[config.mk]
export PLATFORM = sky130hd
export DESIGN_NAME = i2c_burst_reader
export DESIGN_NICKNAME = d
export VERILOG_FILES = /design/src/rtl/i2c_burst_reader.sv
export SDC_FILE = /design/constraint.sdc
export NUM_CORES = 1
export LEC_CHECK = 0
export ABC_AREA = 1
export CELL_PAD_IN_SITES_DETAIL_PLACEMENT = 1
export CELL_PAD_IN_SITES_GLOBAL_PLACEMENT = 1
export CORE_MARGIN = 2
export CORE_UTILIZATION = 41
export DETAILED_ROUTE_END_ITERATION = 7
export PLACE_DENSITY_LB_ADDON = 0.1
export SYNTH_ARGS = -nofsm -noshare
export SYNTH_HDL_FRONTEND = slang
export SYNTH_SLANG_ARGS = --single-unit
[constraint.sdc]
create_clock -name clk -period 2.2 [get_ports clk]
set_input_delay 0.22 -clock clk [delete_from_list [all_inputs] [get_ports clk]]
set_output_delay 0.22 -clock clk [all_outputs]
set_load 0.05 [all_outputs]
[src/rtl/i2c_burst_reader.sv]
`default_nettype none
// ============================================================================
//  Module   : i2c_burst_reader
//  Function : I2C master. Writes a register pointer, then burst-reads 4 bytes
//             after a repeated START. Optional macro I2C_CLK_STRETCH_EN
//             enables slave clock stretching.
//  Revision : 1.0  initial release
// ============================================================================
module i2c_burst_reader #(
    parameter int         CLK_DIV   = 125,
    parameter logic [6:0] DEV_ADDR  = 7'h48,
    parameter logic [7:0] START_REG = 8'h00
) (
    input  logic       clk,
    input  logic       rst_n,
    input  logic       start,
    output logic       scl_oe,
    input  logic       scl_in,
    output logic       sda_oe,
    input  logic       sda_in,
    output logic [7:0] byte0,
    output logic [7:0] byte1,
    output logic [7:0] byte2,
    output logic [7:0] byte3,
    output logic       done,
    output logic       nack_err,
    output logic       busy
);

    localparam int                 c_DIV_W   = (CLK_DIV > 1) ? $clog2(CLK_DIV) : 1;
    localparam logic [c_DIV_W-1:0] c_DIV_MAX = c_DIV_W'(CLK_DIV - 1);

    typedef enum logic [3:0] {
        IDLE    = 4'd0,
        START   = 4'd1,
        TX_BYTE = 4'd2,
        TX_ACK  = 4'd3,
        RSTART  = 4'd4,
        RX_BYTE = 4'd5,
        RX_ACK  = 4'd6,
        STOP    = 4'd7
    } state_t;

    state_t             r_state;
    logic [c_DIV_W-1:0] r_div;
    logic [1:0]         r_phase;
    logic [2:0]         r_bit;
    logic [1:0]         r_idx;
    logic [7:0]         r_shift;
    logic [7:0]         r_rx [4];
    logic               w_hold;
    logic               w_tick;
    logic               w_accept;

`ifdef I2C_CLK_STRETCH_EN
    // Phase 2 is the window after SCL release; a slave holding SCL low freezes it.
    assign w_hold = (r_phase == 2'd2) && !scl_in;
`else
    logic w_unused_scl;
    assign w_unused_scl = scl_in;
    assign w_hold       = 1'b0;
`endif

    assign w_tick   = (r_div == c_DIV_MAX) && !w_hold;
    assign w_accept = (r_state == IDLE) && start && !done;

    always_ff @(posedge clk) begin
        if (!rst_n) begin
            r_div <= '0;
        end else if (w_accept) begin
            r_div <= '0;
        end else if (!w_hold) begin
            r_div <= (r_div == c_DIV_MAX) ? '0 : r_div + 1'b1;
        end
    end

    always_ff @(posedge clk) begin
        if (!rst_n) begin
            r_state  <= IDLE;
            r_phase  <= 2'd0;
            r_bit    <= 3'd0;
            r_idx    <= 2'd0;
            r_shift  <= 8'h00;
            r_rx     <= '{default: 8'h00};
            scl_oe   <= 1'b0;
            sda_oe   <= 1'b0;
            byte0    <= 8'h00;
            byte1    <= 8'h00;
            byte2    <= 8'h00;
            byte3    <= 8'h00;
            done     <= 1'b0;
            nack_err <= 1'b0;
            busy     <= 1'b0;
        end else begin
            done <= 1'b0;
            if (w_accept) begin
                r_state  <= START;
                r_phase  <= 2'd0;
                r_bit    <= 3'd0;
                r_idx    <= 2'd0;
                r_shift  <= {DEV_ADDR, 1'b0};
                nack_err <= 1'b0;
                busy     <= 1'b1;
            end else if (r_state != IDLE && w_tick) begin
                r_phase <= r_phase + 2'd1;
                case (r_state)
                    // START and repeated START share one shape: SDA falls mid-high.
                    START, RSTART: begin
                        case (r_phase)
                            2'd0:    sda_oe <= 1'b0;
                            2'd1:    scl_oe <= 1'b0;
                            2'd2:    sda_oe <= 1'b1;
                            default: begin
                                scl_oe  <= 1'b1;
                                r_state <= TX_BYTE;
                            end
                        endcase
                    end
                    TX_BYTE: begin
                        case (r_phase)
                            2'd0:    sda_oe <= !r_shift[7];
                            2'd1:    scl_oe <= 1'b0;
                            2'd2:    ;
                            default: begin
                                scl_oe  <= 1'b1;
                                r_shift <= {r_shift[6:0], 1'b0};
                                r_bit   <= r_bit + 3'd1;
                                if (r_bit == 3'd7) r_state <= TX_ACK;
                            end
                        endcase
                    end
                    TX_ACK: begin
                        case (r_phase)
                            2'd0:    sda_oe <= 1'b0;
                            2'd1:    scl_oe <= 1'b0;
                            2'd2:    if (sda_in) nack_err <= 1'b1;
                            default: begin
                                scl_oe <= 1'b1;
                                if (nack_err) begin
                                    r_state <= STOP;
                                end else begin
                                    case (r_idx)
                                        2'd0: begin
                                            r_shift <= START_REG;
                                            r_idx   <= 2'd1;
                                            r_state <= TX_BYTE;
                                        end
                                        2'd1: begin
                                            r_shift <= {DEV_ADDR, 1'b1};
                                            r_idx   <= 2'd2;
                                            r_state <= RSTART;
                                        end
                                        default: begin
                                            r_idx   <= 2'd0;
                                            r_state <= RX_BYTE;
                                        end
                                    endcase
                                end
                            end
                        endcase
                    end
                    RX_BYTE: begin
                        case (r_phase)
                            2'd0:    sda_oe  <= 1'b0;
                            2'd1:    scl_oe  <= 1'b0;
                            2'd2:    r_shift <= {r_shift[6:0], sda_in};
                            default: begin
                                scl_oe <= 1'b1;
                                r_bit  <= r_bit + 3'd1;
                                if (r_bit == 3'd7) r_state <= RX_ACK;
                            end
                        endcase
                    end
                    RX_ACK: begin
                        case (r_phase)
                            2'd0: begin
                                sda_oe       <= (r_idx != 2'd3);
                                r_rx[r_idx]  <= r_shift;
                            end
                            2'd1:    scl_oe <= 1'b0;
                            2'd2:    ;
                            default: begin
                                scl_oe <= 1'b1;
                                if (r_idx == 2'd3) begin
                                    r_state <= STOP;
                                end else begin
                                    r_idx   <= r_idx + 2'd1;
                                    r_state <= RX_BYTE;
                                end
                            end
                        endcase
                    end
                    STOP: begin
                        case (r_phase)
                            2'd0:    sda_oe <= 1'b1;
                            2'd1:    scl_oe <= 1'b0;
                            2'd2:    sda_oe <= 1'b0;
                            default: begin
                                r_state <= IDLE;
                                busy    <= 1'b0;
                                done    <= 1'b1;
                                // Results become visible all at once, never after a NACK.
                                if (!nack_err) begin
                                    byte0 <= r_rx[0];
                                    byte1 <= r_rx[1];
                                    byte2 <= r_rx[2];
                                    byte3 <= r_rx[3];
                                end
                            end
                        endcase
                    end
                    default: r_state <= IDLE;
                endcase
            end
        end
    end

endmodule
`default_nettype wire

==> results of run 1 <==
## cells in the final DEF, fill, tap and decap left out, drive strengths merged
cell | synthesis | final
a21oi | 48 | 48
buf | 7 | 10
clkbuf | 14 | 10
clkdlybuf4s50 | 0 | 40
clkinv | 0 | 1
clkinvlp | 0 | 2
dfxtp | 94 | 94
ha | 13 | 13
inv | 39 | 42
nand2 | 59 | 59
nand3 | 23 | 23
nand3b | 2 | 2
nand4 | 11 | 11
nor2 | 142 | 142
nor3 | 1 | 1
o2111ai | 1 | 1
o211ai | 2 | 2
o21a | 1 | 1
o21ai | 79 | 79
xnor2 | 2 | 2
xor2 | 3 | 3
## worst max path at each step
stage	from	cells after the start	slack (ps)	end
after floorplan	r_state[0]	11	660	r_rx[0]
after global placement	r_state[0]	10	400	r_rx[16]
after detailed placement	r_state[2]	8	350	byte1[5]
after CTS	nack_err	1	190	nack_err
after global routing	nack_err	1	130	nack_err
final	nack_err	1	200	nack_err
## stage by stage
| stage | setup slack [ps] | area [um2] | hold slack [ps] |
|---|---|---|---|
| 2_1_floorplan | 660 | 4080 | 384 |
| 3_3_place_gp | 397 | 4630 | 439 |
| 3_5_place_dp | 345 | 4630 | 448 |
| 4_1_cts | 191 | 4820 | 463 |
| 5_1_grt | 131 | 4820 | 488 |
| 6_report | 200 | 4820 | 455 |
## registers in the layout, indices dropped and copies added (netlist names)
name	flops
sda_oe	1
byte3	8
r_idx	2
byte2	8
byte0	8
scl_oe	1
r_bit	3
done	1
r_rx	32
r_shift	8
r_div	7
byte1	8
nack_err	1
busy	1
r_phase	2
r_state	3
## kinds of logic (layout without fill, tap and decap cells)
group / Yosys count / after routing / synth area share
buffers and inverters: 60 / 105 / 0.0614
flip-flops: 94 / 94 / 0.462
AO/OA/AOI/OAI: 131 / 131 / 0.164
adder cells (fa/ha/maj): 13 / 13 / 0.0399
AND/OR/NAND/NOR: 238 / 238 / 0.263
XOR/XNOR: 5 / 5 / 0.0107
## power groups by stage
| stage | Clock, mW | Combinational, mW | Sequential (mW) |
|---|---|---|---|
| after floorplan | 0 | 0.0696 | 1.76 |
| after global routing | 1.22 | 0.125 | 1.73 |
| after detailed placement | 0 | 0.110 | 1.76 |
| after global placement | 0 | 0.108 | 1.76 |
| final | 1.09 | 0.109 | 1.73 |
| after CTS | 1.13 | 0.111 | 1.73 |
## area by class of cell
class,count,area (um2),share of cell area
Timing Repair Buffer,50,488,0.101
Clock inverter,6,55.1,0.0114
Sequential cell,94,1880,0.391
Tap cell,133,166,0.0346
Multi-Input combinational cell,387,1950,0.405
Inverter,39,146,0.0304
Clock buffer,10,128,0.0265
## routing by layer
layer / wire (um) / share of wire / up-vias
li1: - / - / 1848
met1: 4870 / 0.46 / 1723
met2: 5260 / 0.49 / 52
met3: 269 / 0.025 / 20
met4: 242 / 0.023 / 0
met5: 0 / 0 / -
==> impl_metrics.csv, run 1 <==
group,metric,value,unit
floorplanning,initial_core_util,0.419,
critical_path,r2r_slack,330,ps
timing,hold_viol_final,0,
critical_path,worstPathRequired,1980,ps
global_route,use_met2,0.367,
placed_design,place_hpwl,7830,um
global_route,gr-usage-met3,0.0327,
placed_design,place_congestion,0.844,
logic_synthesis,syn_area_per_cell,7.53,um2
clocking,cts_hold_buf,0,
global_route,grt_antenna_before_repair,0,
logic_synthesis,ys_top_cells_by_count,"134 x nor2_1, 94 x dfxtp_1, 76 x o21ai_0",
logic_synthesis,yosysMostFrequentCell,"nor2_1",
cells_and_area,area_growth_syn_to_layout,18.1,%
status,status,"finished clean",
timing,slew_viol_final,0,
hold_path,hold_depth,2,
logic_synthesis,synth_nets,559,
clocking,clockBufferDepth,2,
routing,drt_iter0_markers,100,
hold_path,hold_class,"register to register",
logic_synthesis,synth_edf_count,0,
logic_synthesis,synth_area_leaders,"dfxtp_1 46%, nor2_1 12%, o21ai_0 9.3%",
floorplanning,die_x,104,um
logic_synthesis,ys_types,27,
critical_path,cp_cell_sequence,"clkdlybuf4s50_1",
timing,fmax,0.500,GHz
critical_path,timing.rr.start,"r_state[0]",
timing,worst_pin_slew,521,ps
clocking,htreeDepth,3,
critical_path,cp_max_fo,7,
routing,vias,3643,
run,max_cap_viol_count,0,
critical_path,cp_slowest_cell,"clkdlybuf4s50_1",
cells_and_area,n_antenna_cell,0,
cells_and_area,fin_util,0.495,
clocking,cts_tree,"yes",
logic_synthesis,async_flop_share,0,
logic_synthesis,seq_area_frac_synth,0.462,
global_route,overflow,0,
floorplanning,die_area,10800,um2
global_route,grt_pass1_wl,18000,um
routing,wl_per_cell,14.8,um
hold_path,hold_start,"scl_oe",
critical_path,r2r_end,"r_rx[5]",
routing,vias_per_cell,5.07,
timing,period_minus_slack,2000,ps
critical_path,max_stage_delay,880,ps
floorplanning,rows,36,
cells_and_area,drive_gt1_frac,0.0802,
global_route,grt_max_degree,69,
power_and_ir_drop,leakage,2.00,nW
power_and_ir_drop,switchingPower,748,uW
floorplanning,ioPinCount,42,
clocking,clkTransAtPathRegs,100,ps
power_and_ir_drop,max-vdd-ir-drop,0.304,mV
global_route,grt_pass1_vias,3708,
critical_path,ff2ff_path_depth,10,
hold_path,min_to,"scl_oe",
critical_path,crit_path_end_kind,"output port",
timing,rsz0062_at_grt,"no",
global_route,grt-busiest-layer,"met2",
power_and_ir_drop,clock_power_share,0.374,
logic_synthesis,ys_seq_elements,94,
critical_path,cp.arrival,1780,ps
clocking,numCtsBuffers,9,
placed_design,numPortBuffers,40,
floorplanning,fp.dieH,104,um
logic_synthesis,ys.flop_type,"dfxtp_1",
timing,finalCritPeriodShare,0.909,
global_route,grt_use_met1,0.249,
power_and_ir_drop,power_frac_comb,0.037,
cells_and_area,final_nets,599,
floorplanning,coreArea,9730,um2
global_route,grt.total_usage,0.207,
cells_and_area,layoutNonFillerInstCount,719,
clocking,cts.sinks,94,
critical_path,cp_num_buf_inv,1,
critical_path,worstSetupPathType,"register to output port",
routing,wl,10600,um
clocking,cts-root-buf,"clkbuf_8",
power_and_ir_drop,p_total,2.93,mW
power_and_ir_drop,internal-power,2.18,mW
timing,relSlewSlack,0.652,
logic_synthesis,yosysTopAreaCell,"dfxtp_1",
logic_synthesis,synth_top_area_share,0.462,
cells_and_area,nFillCells,1251,
critical_path,start_kind,"register",
power_and_ir_drop,sw_frac_of_total,0.255,
timing,finalSetupViolations,0,
clocking,clk_latency,370,ps
clocking,postCtsSetupBuffers,0,
power_and_ir_drop,p_seq_frac,0.589,
logic_synthesis,synth_warnings,0,
clocking,cts_resized,0,
routing,first_pass_iters,4,
placed_design,dp.cells,703,
logic_synthesis,synth_area,4080,um2
logic_synthesis,netlist_instances,541,
routing,drcViolationCount,0,
timing,fin_setup_tns,0,ps
timing,fin_skew,9.50,ps
critical_path,crit_family,"buffers and inverters",
power_and_ir_drop,pwr_density_cell,608,nW/um2
routing,antenna_left,0,
No activity file was read; power rests on OpenSTA's default activity.
==> run 2: changes to the inputs <==
CAP_MARGIN = 15   (was unset)
==> results of run 2 <==
Final layout, timing and power as in run 1 (identical DEF).
==> run 3: changes to the inputs <==
clock period = 1.95 ns   (was 2.2 ns; I/O delays follow)
==> impl_metrics.csv, run 3 (synthesis gave the netlist of run 1 again) <==
group,metric,value,unit
routing,wl,10700,um
timing,finalCritPeriodShare,0.901,
timing,whs,437,ps
power_and_ir_drop,sw_frac_of_total,0.238,
clocking,numCtsBuffers,9,
timing,relSlewSlack,0.653,
clocking,htreeDepth,3,
cells_and_area,top_register,"r_rx",
global_route,grt_pass1_vias,3711,
clocking,clk_latency,370,ps
clocking,cts_tree,"yes",
routing,drt_iter0_markers,99,
cells_and_area,area_growth_syn_to_layout,19.3,%
critical_path,max_stage_delay,340,ps
timing,fmax,0.569,GHz
critical_path,worstSetupPathType,"register to register",
timing,rsz0062_at_grt,"no",
cells_and_area,drive_gt1_frac,0.0946,
critical_path,cp.arrival,2020,ps
power_and_ir_drop,p_total,3.36,mW
timing,period_minus_slack,1760,ps
routing,first_pass_iters,4,
status,status,"finished clean",
power_and_ir_drop,switchingPower,802,uW
cells_and_area,final_cell_mix,"133 x nor2_1, 93 x dfxtp_1, 75 x o21ai_0",
global_route,grt_max_degree,43,
global_route,grt_antenna_before_repair,0,
critical_path,start_kind,"register",
critical_path,worstPathRequired,2210,ps
critical_path,cp_max_fo,10,
clocking,clkTransAtPathRegs,100,ps
routing,wl_per_cell,14.8,um
power_and_ir_drop,pwr_density_cell,692,nW/um2
floorplanning,die_x,104,um
routing,vias_per_cell,5.11,
power_and_ir_drop,power_frac_comb,0.039,
critical_path,cp_slowest_cell,"dfxtp_1",
timing,slew_viol_final,0,
clocking,postCtsSetupBuffers,0,
placed_design,numPortBuffers,40,
critical_path,crit_path_end_kind,"register",
critical_path,cp_cell_sequence,"inv_1, ha_1, nand2_1, inv_1, nand3_2, inv_2, nand2_4, nor2_8, inv_2, nor2_1, nor2_1",
timing,hold_viol_final,0,
hold_path,hold_depth,3,
power_and_ir_drop,p_seq_frac,0.578,
cells_and_area,fin_util,0.500,
cells_and_area,final_common_cell,"nor2_1",
power_and_ir_drop,leakage,2.04,nW
floorplanning,ioPinCount,42,
placed_design,placed_area,4670,um2
clocking,cts-root-buf,"clkbuf_8",
cells_and_area,final_nets,606,
clocking,clockBufferDepth,2,
floorplanning,fp.dieH,104,um
routing,vias,3704,
power_and_ir_drop,clock_power_share,0.384,
timing,worst_pin_slew,517,ps
clocking,cts.sinks,94,
power_and_ir_drop,max-vdd-ir-drop,0.287,mV
hold_path,hold_class,"input pin to register",
routing,antenna_left,0,
floorplanning,initial_core_util,0.419,
power_and_ir_drop,internal-power,2.56,mW
run,max_cap_viol_count,0,
placed_design,place_hpwl,7760,um
floorplanning,coreArea,9730,um2
timing,fin_skew,8.71,ps
cells_and_area,final_area,4860,um2
timing,fin_setup_tns,0,ps
placed_design,place_congestion,0.910,
floorplanning,rows,36,
global_route,grt_pass1_wl,18300,um
floorplanning,die_area,10800,um2
cells_and_area,n_antenna_cell,0,
critical_path,ff2ff_path_depth,11,
cells_and_area,largest_register_ffs,32,
global_route,grt.total_usage,0.209,
timing,finalSetupViolations,0,
global_route,overflow,0,
routing,drcViolationCount,0,
run 3: changes by cell type in the layout (fill, tap and decap cells not counted), sizes merged:
cell           before  now
clkinvlp            2    1
clkdlybuf4s50      40   39
inv                42   40
clkinv              1    2
bufinv              0    1
buf                10   18
run 3: timing repair:
| item | CTS | global route |
|---|---|---|
| setup endpoints to repair | 0 | 53 |
| endpoints found under the hold margin | 0 | 0 |
| resized for setup | 0 | 3 |
| hold buffers | 0 | 0 |
run 3: area by class of cell:
type | instances | area [um2]
repair buffers | 57 | 526
clock inverters | 5 | 60.1
fillers | 1276 | 4870
well taps | 133 | 166
inverters | 39 | 146
clock buffers | 10 | 128
flip-flops and latches | 94 | 1880
multi-input cells | 387 | 1950
run 3: through the flow:
step / worst slack (ps) / cells
after floorplan: 410 / 541
after global placement: 178 / 710
after detailed placement: 135 / 710
after CTS: 77.5 / 725
after global routing: 30.4 / 725
final: 193 / 725
run 3: final timing paths:
kind | end | slack (ps) | startpoint
max reg2reg | r_rx[20] | 190 | r_div[0]
max | r_rx[20] | 190 | r_div[0]
min reg2reg | scl_oe | 450 | scl_oe
min | nack_err | 440 | sda_in
run 3: metal layers:
metal	up-vias	global-route usage	share of wire
met5	-	0	0
met4	0	0.0888	0.023
met3	19	0.0227	0.019
met2	54	0.360	0.49
met1	1764	0.267	0.47
li1	1867	-	-
run 3: power groups by stage:
stage                     sequential (mW)  combinational, mW  clock, mW
after global placement               1.99              0.128          0
after floorplan                      1.99             0.0785          0
after global routing                 1.95              0.146       1.41
final                                1.94              0.130       1.29
after CTS                            1.94              0.130       1.33
after detailed placement             1.99              0.128          0
run 3: worst max-delay path, delay by kind of cell (launching register included):
family,cells,cell delay [ps]
adder cells (fa/ha/maj),1,180
buffers and inverters,4,430
flip-flops,1,340
AND/OR/NAND/NOR,6,680
